## src/rtl/fetch_pkg.sv

```systemverilog
// Shared types and constants for the instruction fetch sequencer.
package fetch_pkg;

  typedef enum logic [1:0] {
    IDLE = 2'd0,
    RUN  = 2'd1,
    HALT = 2'd2
  } fetch_state_t;

  localparam int unsigned PC_STEP     = 4;
  localparam int unsigned BUF_ENTRIES = 2;

endpackage

```

## src/rtl/fetch_buf.sv

```systemverilog
// Two-entry fetch buffer; slot 0 is always the head so the head output is a
// plain register. Flush beats push and pop.
module fetch_buf
  import fetch_pkg::*;
#(
  parameter int DW = 64
) (
  input  logic          clk,
  input  logic          rst_n,
  input  logic          push,
  input  logic          pop,
  input  logic          flush,
  input  logic [DW-1:0] din,
  output logic [DW-1:0] head,
  output logic [1:0]    count
);

  localparam logic [1:0] FULL = 2'(BUF_ENTRIES);

  logic [BUF_ENTRIES-1:0][DW-1:0] slot_reg;
  logic [BUF_ENTRIES-1:0][DW-1:0] slot_next;
  logic [1:0]                     count_reg;
  logic [1:0]                     count_next;
  logic [1:0]                     wr_idx;
  logic                           pop_ok;
  logic                           push_ok;

  assign pop_ok  = pop && (count_reg != 2'd0) && !flush;
  assign push_ok = push && !flush && ((count_reg < FULL) || pop_ok);
  // A simultaneous pop shifts everything down one slot before the write lands.
  assign wr_idx  = count_reg - {1'b0, pop_ok};

  for (genvar gi = 0; gi < BUF_ENTRIES; gi++) begin : g_slot
    if (gi < BUF_ENTRIES - 1) begin : g_mid
      assign slot_next[gi] = (push_ok && wr_idx == 2'(gi)) ? din :
                             pop_ok ? slot_reg[gi+1] : slot_reg[gi];
    end else begin : g_tail
      assign slot_next[gi] = (push_ok && wr_idx == 2'(gi)) ? din : slot_reg[gi];
    end
  end

  assign count_next = flush ? 2'd0 : (count_reg + {1'b0, push_ok} - {1'b0, pop_ok});

  always_ff @(posedge clk or negedge rst_n) begin
    if (!rst_n) begin
      slot_reg  <= '0;
      count_reg <= 2'd0;
    end else begin
      slot_reg  <= slot_next;
      count_reg <= count_next;
    end
  end

  assign head  = slot_reg[0];
  assign count = count_reg;

endmodule

```

## src/rtl/instr_fetch_ctrl.sv

```systemverilog
// Fetch sequencer: owns the PC, addresses the combinational instruction
// memory and hands {pc, instr} pairs to decode through a 2-entry buffer.
module instr_fetch_ctrl
  import fetch_pkg::*;
#(
  parameter int              DEPTH    = 256,
  parameter int              BITS     = 32,
  parameter int              WIDTH    = 32,
  parameter logic [BITS-1:0] RESET_PC = '0
) (
  input  logic             clk,
  input  logic             rst_n,
  input  logic             start,
  input  logic             halt_req,
  input  logic             redirect_valid,
  input  logic [BITS-1:0]  redirect_pc,
  output logic [BITS-1:0]  imem_adr,
  input  logic [WIDTH-1:0] imem_dout,
  output logic             out_valid,
  input  logic             out_ready,
  output logic [WIDTH-1:0] out_instr,
  output logic [BITS-1:0]  out_pc,
  output logic             busy,
  output logic             misalign_err
);

  localparam logic [BITS-1:0] PC_MASK = BITS'(DEPTH * PC_STEP - 1);
  localparam logic [1:0]      FULL    = 2'(BUF_ENTRIES);

  fetch_state_t    state_reg;
  logic            busy_reg;
  logic [BITS-1:0] pc_reg;
  logic            misalign_reg;

  logic            push;
  logic            pop;
  logic [1:0]      buf_count;
  logic [BITS+WIDTH-1:0] buf_head;

  assign pop  = (buf_count != 2'd0) && out_ready && !redirect_valid;
  assign push = (state_reg == RUN) && !redirect_valid && !halt_req &&
                ((buf_count < FULL) || pop);

  fetch_buf #(
    .DW(BITS + WIDTH)
  ) u_buf (
    .clk  (clk),
    .rst_n(rst_n),
    .push (push),
    .pop  (pop),
    .flush(redirect_valid),
    .din  ({pc_reg, imem_dout}),
    .head (buf_head),
    .count(buf_count)
  );

  // halt_req wins over start; a redirect never blocks a state change by itself.
  always_ff @(posedge clk or negedge rst_n) begin
    if (!rst_n) begin
      state_reg <= IDLE;
      busy_reg  <= 1'b0;
    end else begin
      case (state_reg)
        IDLE, HALT: begin
          if (start && !halt_req) begin
            state_reg <= RUN;
            busy_reg  <= 1'b1;
          end
        end
        RUN: begin
          if (halt_req) begin
            state_reg <= HALT;
            busy_reg  <= 1'b0;
          end
        end
        default: begin
          state_reg <= IDLE;
          busy_reg  <= 1'b0;
        end
      endcase
    end
  end

  // PC stays inside the memory span; the low two bits are always zero.
  always_ff @(posedge clk or negedge rst_n) begin
    if (!rst_n) begin
      pc_reg       <= RESET_PC & PC_MASK;
      misalign_reg <= 1'b0;
    end else if (redirect_valid) begin
      pc_reg <= {redirect_pc[BITS-1:2], 2'b00} & PC_MASK;
      if (redirect_pc[1:0] != 2'b00) begin
        misalign_reg <= 1'b1;
      end
    end else if (push) begin
      pc_reg <= (pc_reg + BITS'(PC_STEP)) & PC_MASK;
    end
  end

  assign imem_adr            = pc_reg;
  assign out_valid           = (buf_count != 2'd0);
  assign {out_pc, out_instr} = buf_head;
  assign busy                = busy_reg;
  assign misalign_err        = misalign_reg;

endmodule

```

## config.mk

```make
export PLATFORM = sky130hd
export DESIGN_NAME = instr_fetch_ctrl
export DESIGN_NICKNAME = d
export VERILOG_FILES = /design/src/rtl/fetch_pkg.sv /design/src/rtl/fetch_buf.sv /design/src/rtl/instr_fetch_ctrl.sv
export SDC_FILE = /design/constraint.sdc
export NUM_CORES = 1
export LEC_CHECK = 0
export BUFFER_PORTS_ARGS = -buffer_cell sky130_fd_sc_hd__buf_4
export CAP_MARGIN = 30
export CELL_PAD_IN_SITES_DETAIL_PLACEMENT = 1
export CELL_PAD_IN_SITES_GLOBAL_PLACEMENT = 1
export CORE_UTILIZATION = 30
export DETAILED_ROUTE_END_ITERATION = 6
export PLACE_DENSITY = 0.7
export SETUP_SLACK_MARGIN = 0.1
export SLEW_MARGIN = 20
export SYNTH_ARGS = -nofsm -noshare
export SYNTH_HDL_FRONTEND = slang
export SYNTH_HIERARCHICAL = 1
export SYNTH_SLANG_ARGS = --single-unit
```

## constraint.sdc

```tcl
create_clock -name clk -period 4 [get_ports clk]
set_input_delay 0.8 -clock clk [delete_from_list [all_inputs] [get_ports clk]]
set_output_delay 0.8 -clock clk [all_outputs]
set_load 0.01 [all_outputs]
```

# == Yosys cells after proc, flatten, opt, wreduce, memory -nomap -nowiden ==
# Index checks and enable logic that the tools add are counted.
# totals
ff_bits,166
wordCells,53
input_bits,70
# classes
eq_ne,5
add_sub_neg,4
n_reduce_logical,25
n_mux,11
magnitude_cmp,1
# op_table
cell,count
$mux W64,2
$mux W32,2
$logic_and A1 B1 Y1,12
$add A10 B3 Y10 const B,1
$reduce_bool A2 Y1,4
$mux W2,3
$eq A2 B1 Y1 const B,2
$logic_not A2 Y1,2
$ne A2 B2 Y1 const B,2
$pmux W2 S2,1
$reduce_and A2 Y1,2
$sub A2 B1 Y2,2
$add A2 B1 Y2,1
$eq A2 B2 Y1 const B,1
$logic_not A1 Y1,2
$logic_or A1 B1 Y1,2
$lt A2 B2 Y1 const B,1
$mux W1,2
$pmux W1 S2,1
$reduce_or A2 Y1,1

# == Depth between registers and ports, before layout ==
# depth
depth_word,10
mapped_depth,13
depth_no_buf,10

# == By module ==
# The synthesis kept the hierarchy.
# modules_own_cells
mod,cells_per_inst,n_inst,area_each_um2
fetch_buf,596,1,6652.6
instr_fetch_ctrl,92,1,829.5

# == Worst setup path before layout ==
# Ideal clock, no wire load.
# synth_timing
path_kind,input -> register
startpoint,input redirect_valid
endpoint,register u_buf/slot_reg[100] (netlist name)
arrival_ns,3.844
required_ns,3.875
path_stages,12
setup_ns,0.125
path_slack_ns,0.031
path_cell_list,clkbuf_1 > and3b_1 > nand2b_1 > clkbuf_1 > clkbuf_1 > clkbuf_1 > nor2_1 > ha_1 > or2_4 > a2111oi_4 > buf_6 > mux2_2
# synth_via
elab_chain_cells,7
word_cells_on_any_way,14
classes_between,add/sub (1); eq/ne (1); reduce/logical (12)
# synth_rtl
element,line,source
from (decl),instr_fetch_ctrl.sv:15,"input logic redirect_valid,"
$logic_not A1 Y1 (*),instr_fetch_ctrl.sv:40,assign pop = (buf_count != 2'd0) && out_ready && !redirect_valid;
$logic_and A1 B1 Y1 (*),instr_fetch_ctrl.sv:40,
named net pop,instr_fetch_ctrl.sv:36,logic pop;
$logic_and A1 B1 Y1 / $logic_or A1 B1 Y1 (equally long branches),"fetch_buf.sv:28, instr_fetch_ctrl.sv:42",
$logic_and A1 B1 Y1 (on tied branches),"fetch_buf.sv:28, instr_fetch_ctrl.sv:41",
$sub A2 B1 Y2 (tied with other cells),fetch_buf.sv:31,"assign wr_idx = count_reg - {1'b0, pop_ok};"
$eq A2 B1 Y1 / $logic_and A1 B1 Y1 (equally long branches),"fetch_buf.sv:38, fetch_buf.sv:29",
$logic_and A1 B1 Y1 (*),fetch_buf.sv:38,assign slot_next[gi] = (push_ok && wr_idx == 2'(gi)) ? din : slot_reg[gi];
to (signal assigned),fetch_buf.sv:49,slot_reg <= slot_next;
to (decl),fetch_buf.sv:20,logic [BUF_ENTRIES-1:0][DW-1:0] slot_reg;
# The timed path passes the listed nets; every way through them passes the cells marked *.
# A chain may end at the register's enable or synchronous reset.

# == Worst setup path after layout ==
# layout_timing
startpoint,"register u_buf.count_reg[1], in the netlist u_buf/count[1]"
endpoint,register u_buf/slot_reg[66] (netlist name)
# layout_via
elab_chain_cells,8
word_cells_on_any_way,14
classes_between,add/sub (1); order compare (1); eq/ne (1); reduce/logical (11)
# layout_rtl
element,line,source
from (decl),fetch_buf.sv:22,logic [1:0] count_reg;
from (signal assigned),fetch_buf.sv:50,count_reg <= count_next;
$reduce_bool A2 Y1 (*),instr_fetch_ctrl.sv:40,
$logic_and A1 B1 Y1 (*) (2 in a row),instr_fetch_ctrl.sv:40,
named net pop,instr_fetch_ctrl.sv:36,
$logic_and A1 B1 Y1 / $logic_or A1 B1 Y1 (equally long branches),"fetch_buf.sv:28, instr_fetch_ctrl.sv:42",
$logic_and A1 B1 Y1 (on tied branches),"fetch_buf.sv:28, instr_fetch_ctrl.sv:41",
$sub A2 B1 Y2 (tied with other cells),fetch_buf.sv:31,
$eq A2 B1 Y1 / $logic_and A1 B1 Y1 (equally long branches),"fetch_buf.sv:38, fetch_buf.sv:29",
$logic_and A1 B1 Y1 (*),fetch_buf.sv:38,
# Marked as above.

==> results.cfg <==
[timing]
setup_tns_ns = 0
fin_ws_ns = 0.973
rsz0062_at_grt = no
setup_viol_count_final = 0
slew_headroom_pct = 41.4
max_freq_mhz = 330
worst_slew_pin_slew_ns = 0.879
finalCritPeriodShare_pct = 75.7
skew_ns = 0.00996
finalCriticalPeriod_ns = 3.03
slew_violations = 0
hold_violations = 0

[worst_setup_path]
arrival_ns = 3.32
cp_max_fo = 34
cp-end-kind = flip-flop
crit_cells = 9
cp-start-kind = flip-flop
path_cells = or2_2 > and3b_1 > nand2b_4 > nor2_1 > ha_1 > or2_4 > a2111oi_4 > buf_12 > mux2_2
required_ns = 4.30
r2r_cells = 9
path_buf_inv = 1
slowest_stage = dfrtp_1
max_stage_delay_ns = 0.50
r2r-end = u_buf/slot_reg[66]$_DFFE_PN0P_
worstSetupPathType = flip-flop to flip-flop
r2r-start = u_buf/count[1]$_DFF_PN0_
startpoint = u_buf/count[1]$_DFF_PN0_
crit_family = simple AND/OR/NAND/NOR gates
r2r_slack_ns = 0.97

[placed_design]
dpl_worst_slack_ns = 0.635
gp_congestion = 0.690
post_dp_cell_area_um2 = 8340
dp_hpwl_um = 11000
portBuffers = 122
placed_cells = 1066

[global_routing]
grt.overflow.total = 0
antenna_found_initial = 0
grt.total_usage_pct = 15.4
grt_pass1_wl_um = 31300
grt_pass1_vias = 5669
grt_max_degree = 79

[logic_synthesis]
ys_types = 37
ys_seq_area_share_pct = 47.5
yosys_warnings = 6
syn-mean-instance-area_um2 = 10.9
synth_edf_count = 0
ys_ff_latch = 142
ys_async_sr_fraction_pct = 100
synthesis.area_um2 = 7480
netlist_instances = 688
synth-main-ff-cell = dfrtp_1

[floorplan]
die_w_um = 160
start_util_pct = 30.7
pin_count = 169
core_area_um2 = 24400
die_h_um = 160
rows = 57
die_area_um2 = 25600

[clocking]
clkLatencyLatePin_ns = 0.42
clock-sinks = 142
cts_root_buf = clkbuf_16
clk_pin_slew_ns = 0.07
clk_path_buf_depth = 2
cts_hold_buffers = 0
post-cts-setup-buffers = 0
numCtsBuffers = 17
cts_tree = yes
cts_max_level = 4
cts_resized = 0

[power_and_ir_drop]
design_power_total_uw = 4590
total_leakage_power_uw = 0.00384
power_density_nw_per_um2 = 513
peakVddDrop_mv = 0.192

[detailed_routing]
drt_iter0_drc = 237
drc_errors = 0
drtPass1Iterations = 4
routed_wl_um = 19100
routedWlPerCell_um = 17.4
ant_nets = 0
vias_per_cell = 4.94
vias = 5422

[run]
drv_cap = 0

[cells_and_area]
design_area_um2 = 8950
nNetsFinal = 835
seq_area_um2 = 3550
multi_input_area_um2 = 3260
fin_cells = 1098
final_common_cell = dfrtp_1
diodes = 0
nFillCells = 2719
drive_gt1_share_pct = 38.9
area_growth_pct = 19.6
final_cell_mix = 142 x dfrtp_1, 128 x buf_4, 73 x o21ai_0

[status]
status = complete, no violations

[min_path]
hp-class = input pin to asynchronous set/reset pin
-- cells in the mapped netlist (all sizes together) (4+ instances only) --
library cell / instances / area, um2
dfrtp: 142 / 3550
buf: 95 / 732
o21ai: 73 / 365
mux2: 66 / 743
a211oi: 64 / 480
a31oi: 64 / 400
or3b: 64 / 561
clkbuf: 57 / 214
nand2: 9 / 33.8
inv: 6 / 22.5
xor2: 6 / 52.6
nand2b: 5 / 31.3
nor2: 5 / 18.8
ha: 4 / 50.1
-- worst reg2reg max path, delay by kind of cell (launching register included) --
family	cells	cell delay, ns
and+or+nand+nor	5	1.04
muxes	1	0.41
AOI/OAI and AO/OA	1	0.45
buffers and inverters	1	0.29
adders and majority gates	1	0.23
DFF	1	0.50
-- worst max-delay path by stage --
stage / slack, ns / end
after global routing: 0.86 / u_buf/slot_reg[66]$_DFFE_PN0P_
after global placement: 0.71 / u_buf/slot_reg[71]$_DFFE_PN0P_
after CTS: 0.98 / u_buf/slot_reg[66]$_DFFE_PN0P_
final: 0.97 / u_buf/slot_reg[66]$_DFFE_PN0P_
after detailed placement: 0.64 / u_buf/slot_reg[91]$_DFFE_PN0P_
after floorplan: 0.17 / u_buf/slot_reg[100]$_DFFE_PN0P_
-- per-stage QoR --
stage | hold slack [ns] | util (%)
floorplan | 0.450 | -
global placement | 0.454 | 34.0
detailed placement | 0.464 | 34.2
CTS | 0.382 | 36.7
global route | 0.405 | 36.7
finish | 0.362 | 36.7
-- cells by family after synthesis --
group | after synthesis | synth area share (%)
other | 1 | 0.0501
AOI/OAI and AO/OA | 208 | 17.6
DFF | 142 | 47.5
xor gates and xnor gates | 8 | 0.936
adders and majority gates | 4 | 0.669
buffers and inverters | 158 | 12.9
muxes | 67 | 10.1
and+or+nand+nor | 100 | 10.3
-- cell type report --
| class | count | share of cell area (%) |
|---|---|---|
| Clock buffer | 17 | 4.75 |
| Tap cell | 324 | 4.53 |
| Timing Repair Buffer | 135 | 12.4 |
| Inverter | 6 | 0.252 |
| Clock inverter | 15 | 2.04 |
| Sequential cell | 142 | 39.7 |
| Multi-Input combinational cell | 459 | 36.4 |
-- power breakdown --
| group | internal (uW) | switching, uW |
|---|---|---|
| Combinational | 550 | 486 |
| Sequential | 1720 | 168 |
| Clock | 990 | 676 |
-- routing by layer --
metal | part of all wire (%) | global-route usage, % | vias up
met5 | 0 | 0 | -
met4 | 1.6 | 5.11 | 0
met3 | 4.5 | 3.97 | 24
met2 | 48 | 24.2 | 106
met1 | 46 | 20.6 | 2775
li1 | - | - | 2517
Note: power is estimated with default switching activity, not from simulation.
